### src/rtl/alu_pkg.sv
// Shared ALU definitions: opcode encoding and the default datapath width.
package alu_pkg;

  localparam int ALU_DEFAULT_WIDTH = 8;

  typedef enum logic [1:0] {
    OP_AND     = 2'b00,
    OP_OR      = 2'b01,
    OP_NOT_A   = 2'b10,
    OP_ILLEGAL = 2'b11
  } opcode_t;

endpackage

### src/rtl/bitwise_logic_core.sv
// Combinational logic slice: AND / OR / NOT_A gates plus the opcode select mux.
module bitwise_logic_core
  import alu_pkg::*;
#(
  parameter int N = ALU_DEFAULT_WIDTH
) (
  input  logic [N-1:0] a,
  input  logic [N-1:0] b,
  input  opcode_t      op,
  output logic [N-1:0] f,
  output logic         is_illegal
);

  always_comb begin
    f          = '0;
    is_illegal = 1'b0;
    case (op)
      OP_AND:   f = a & b;
      OP_OR:    f = a | b;
      OP_NOT_A: f = ~a;
      default: begin
        // The reserved opcode yields an all-zero result so the zero flag is set too.
        f          = '0;
        is_illegal = 1'b1;
      end
    endcase
  end

endmodule

### src/rtl/bitwise_logic_unit.sv
// Registered bitwise logic unit: one pipeline stage with valid/ready handshake
// and registered zero / illegal-opcode flags.
module bitwise_logic_unit
  import alu_pkg::*;
#(
  parameter int N = ALU_DEFAULT_WIDTH
) (
  input  logic         clk,
  input  logic         rst_n,
  input  logic         in_valid,
  output logic         in_ready,
  input  logic [N-1:0] a,
  input  logic [N-1:0] b,
  input  logic [1:0]   op,
  output logic [N-1:0] res,
  output logic         out_valid,
  input  logic         out_ready,
  output logic         zero,
  output logic         illegal
);

  // Handshake: a transfer happens on a rising edge where valid & ready are both
  // high; a source holding valid must keep its payload stable until ready. The
  // stage accepts whenever it is empty or its result is drained on the same edge.

  logic [N-1:0] r_res;
  logic         r_out_valid;
  logic         r_zero;
  logic         r_illegal;

  logic [N-1:0] w_f;
  logic         w_is_illegal;
  logic         w_accept;
  logic         w_drain;

  bitwise_logic_core #(.N(N)) u_core (
    .a          (a),
    .b          (b),
    .op         (opcode_t'(op)),
    .f          (w_f),
    .is_illegal (w_is_illegal)
  );

  assign in_ready = ~r_out_valid | out_ready;
  assign w_accept = in_valid & in_ready;
  assign w_drain  = r_out_valid & out_ready;

  always_ff @(posedge clk) begin
    if (!rst_n) begin
      r_res       <= '0;
      r_out_valid <= 1'b0;
      r_zero      <= 1'b0;
      r_illegal   <= 1'b0;
    end else if (w_accept) begin
      r_res       <= w_f;
      r_zero      <= (w_f == '0);
      r_illegal   <= w_is_illegal;
      r_out_valid <= 1'b1;
    end else if (w_drain) begin
      // Payload registers keep their last values after a drain.
      r_out_valid <= 1'b0;
    end
  end

  assign res       = r_res;
  assign out_valid = r_out_valid;
  assign zero      = r_zero;
  assign illegal   = r_illegal;

endmodule

### config.mk
export PLATFORM = sky130hd
export DESIGN_NAME = bitwise_logic_unit
export DESIGN_NICKNAME = d
export VERILOG_FILES = /design/src/rtl/alu_pkg.sv /design/src/rtl/bitwise_logic_core.sv /design/src/rtl/bitwise_logic_unit.sv
export SDC_FILE = /design/constraint.sdc
export NUM_CORES = 1
export LEC_CHECK = 0
export ABC_AREA = 1
export BUFFER_PORTS_ARGS = -buffer_cell sky130_fd_sc_hd__buf_2
export CAP_MARGIN = 20
export CELL_PAD_IN_SITES_DETAIL_PLACEMENT = 1
export CELL_PAD_IN_SITES_GLOBAL_PLACEMENT = 1
export CORE_UTILIZATION = 28
export CTS_CLUSTER_DIAMETER = 80
export DETAILED_ROUTE_END_ITERATION = 7
export MAX_ROUTING_LAYER = met4
export PLACE_DENSITY = 0.74
export SETUP_SLACK_MARGIN = 0.3
export SKIP_CTS_REPAIR_TIMING = 1
export SLEW_MARGIN = 20
export SYNTH_ARGS = -nofsm -noshare
export SYNTH_HDL_FRONTEND = slang
export SYNTH_SLANG_ARGS = --single-unit
### constraint.sdc
create_clock -name clk -period 1.2 [get_ports clk]
set_input_delay 0.12 -clock clk [delete_from_list [all_inputs] [get_ports clk]]
set_output_delay 0.12 -clock clk [all_outputs]
set_load 0.02 [all_outputs]
==> results.md <==
- Req. time, crit path: 1.40 ns
- HP Class: input port to flop
- Total power: 0.978 mW
- Clk Latency, worst-skew pair: 0.27 ns
- Fmax: 895 MHz
- Vias in the first global route: 807
- Vias after detailed routing: 916
- Detailed-route wire length: 2120 µm
- Period utilization: 0.931
- Pre-CTS setup slack: -0.00313 ns
- Top cell type's share of synthesized area: 0.290
- GRT busiest layer: met2
- VDD IR max: 521 µV
- CTS tree: done
- Cell count after synthesis: 141
- Distinct cells, synth: 15
- DIE WIDTH: 54.0 µm
- Post-Syn Area: 758 µm²
- RSZ-0062 raised after global routing: true
- Switching part of the total: 0.337
- Utilization after layout: 0.429
- Worst EP arrival: 1.32 ns
- Share of cells above drive strength 1: 0.317
- Starting Density: 0.301
- Post-Route Setup TNS: 0 ns
- CTS root buf: clkbuf_4
- Synth area leaders: dfxtp_1 29%, nand2_1 20%, inv_1 16%, nor2_1 11%, nand3_1 8.6%
- Met1 Resource Use GR: 0.202
- Row count: 18
- Total CTS buffers: 3
- Met3 global-route usage: 0.00847
- Syn_area_per_cell: 5.38 µm²
- Smallest setup slack after layout: 0.0822 ns
- Core area: 0.00252 mm²
- Routed Antenna Nets: 0
- Port Buffer Count: 33
- Grt ovf: 0
- IO Pins: 34
- Final hold vios: 0
- Layout area overhead: 42.6%
- Power share of the combinational group: 0.322
- Clk slew on worst S/H paths: 0.07 ns
- Worst setup SP type: flop
- Leak: 0.680 nW
- Clock Tree Buf Depth: 2
- N_diodes: 0
- Largest net degree at the start of global routing: 12
- Die ar.: 0.00292 mm²
- Worst clock skew: 0.00278 ns
- Sequential fraction of the synthesis area: 0.290
- Seq pwr share: 0.417
- Initial DRC Count: 3
- Worst-path fanout max: 5
- Synthesized Nets: 163
- Synthesis warning total: 0
- Initial antenna violation count: 0
- Internal power: 0.649 mW
- Nets: 203
- DRC Markers: 0
- Max-slew headroom: 0.818
- Pwr Density: 905 mW/mm²
- Final GP Congestion: 0.817
- Synth area leader: dfxtp_1
- Max-cap violations: 0
- Vias per Instance: 4.36
- Clock share of power: 0.261
- WL/cell: 10.1 µm
- Slew Viols, Final: 0
- # setup viols final: 0
- Critical path type: flop to flop
- M2 GR Usage: 0.278
- Worst setup EP type: flop
- H-tree Lvls: 1
- Die Span Y: 54.0 µm
- First-pass GRT wire length: 3470 µm
- Number of synthesized register bits: 11
- GRT Resource Usage Total: 0.167
- CTS Sinks: 11
- HPWL after detailed placement: 1690 µm
- DRT Pass-1 Iters: 2
- Post-layout min period: 1.12 ns
- Status: complete, no violations
- Worst slew pin tran: 0.271 ns
- Switching power total: 0.329 mW
worst max-delay path: stages (launching register included):
cell	delay [ns]
dfxtp_4	0.35
nand2_4	0.09
nand2_8	0.07
nor2_4	0.10
nand2_2	0.06
nor2_2	0.10
nand2_1	0.06
nor2_1	0.10
nor2_1	0.04
nor2_1	0.08
cells by family (layout without fill, tap and decap cells):
kind of cell,after synthesis,count (layout),share of synthesized area
simple gates,80,80,0.437
buf+inv,39,78,0.200
compound gates,11,11,0.0726
flops,11,11,0.290
layer usage:
layer  part of all wire  vias up  wire length, µm
met2               0.49       25             1040
li1                   -      488                -
met4              0.012        0               26
met1               0.46      399              972
met5                  0        -                0
met3              0.038        4               81
cells in the final DEF (no fill, tap or decap), drive strengths merged:
master	instances
nand2	41
inv	36
buf	37
dfxtp	11
clkinv	1
nand3	13
clkbuf	4
nor2	26
o21ai	8
a21oi	3
stage by stage:
step                hold slack [ns]  instance area (µm²)  std cells
floorplan                     0.262                  788        141
global placement              0.402                  972        202
detailed placement            0.403                  972        202
CTS                           0.119                  998        206
global route                  0.154                 1080        210
finish                        0.144                 1080        210
cells in the mapped netlist:
master / instances
buf_4: 1
dfxtp_1: 11
clkinv_1: 1
nor2_2: 2
buf_2: 1
nand2_1: 40
o21ai_1: 3
nand3_1: 13
inv_2: 3
nor2_1: 23
o21ai_0: 5
nand2_2: 1
nor2_4: 1
inv_1: 33
a21oi_1: 3
power by group through the flow:
stage,Combinational [mW],Sequential (mW),Clock (mW)
final,0.315,0.408,0.255
after detailed placement,0.282,0.412,0
after CTS,0.283,0.404,0.260
after global placement,0.274,0.411,0
after floorplan,0.151,0.445,0
after global routing,0.357,0.412,0.286
layout make-up:
cell class                      count  area, µm²
Clock buffer                        4       26.3
Fill cell                         370       1440
Inverter                           37        146
Multi-Input combinational cell     91        420
Sequential cell                    11        230
Tap cell                           30       37.5
Timing Repair Buffer               37        220
registers in the layout, summed over array words and instances, names as in the netlist:
register,flops
res,8
illegal,1
out_valid,1
zero,1
path summary, 6_finish.rpt:
path,start,endpoint,slack (ns),cells past startpoint
min reg2reg,illegal,illegal,0.47,2
max,out_valid,zero,0.08,9
max reg2reg,out_valid,zero,0.08,9
min,rst_n,res[2],0.14,3
(Power assumes the default switching activity.)
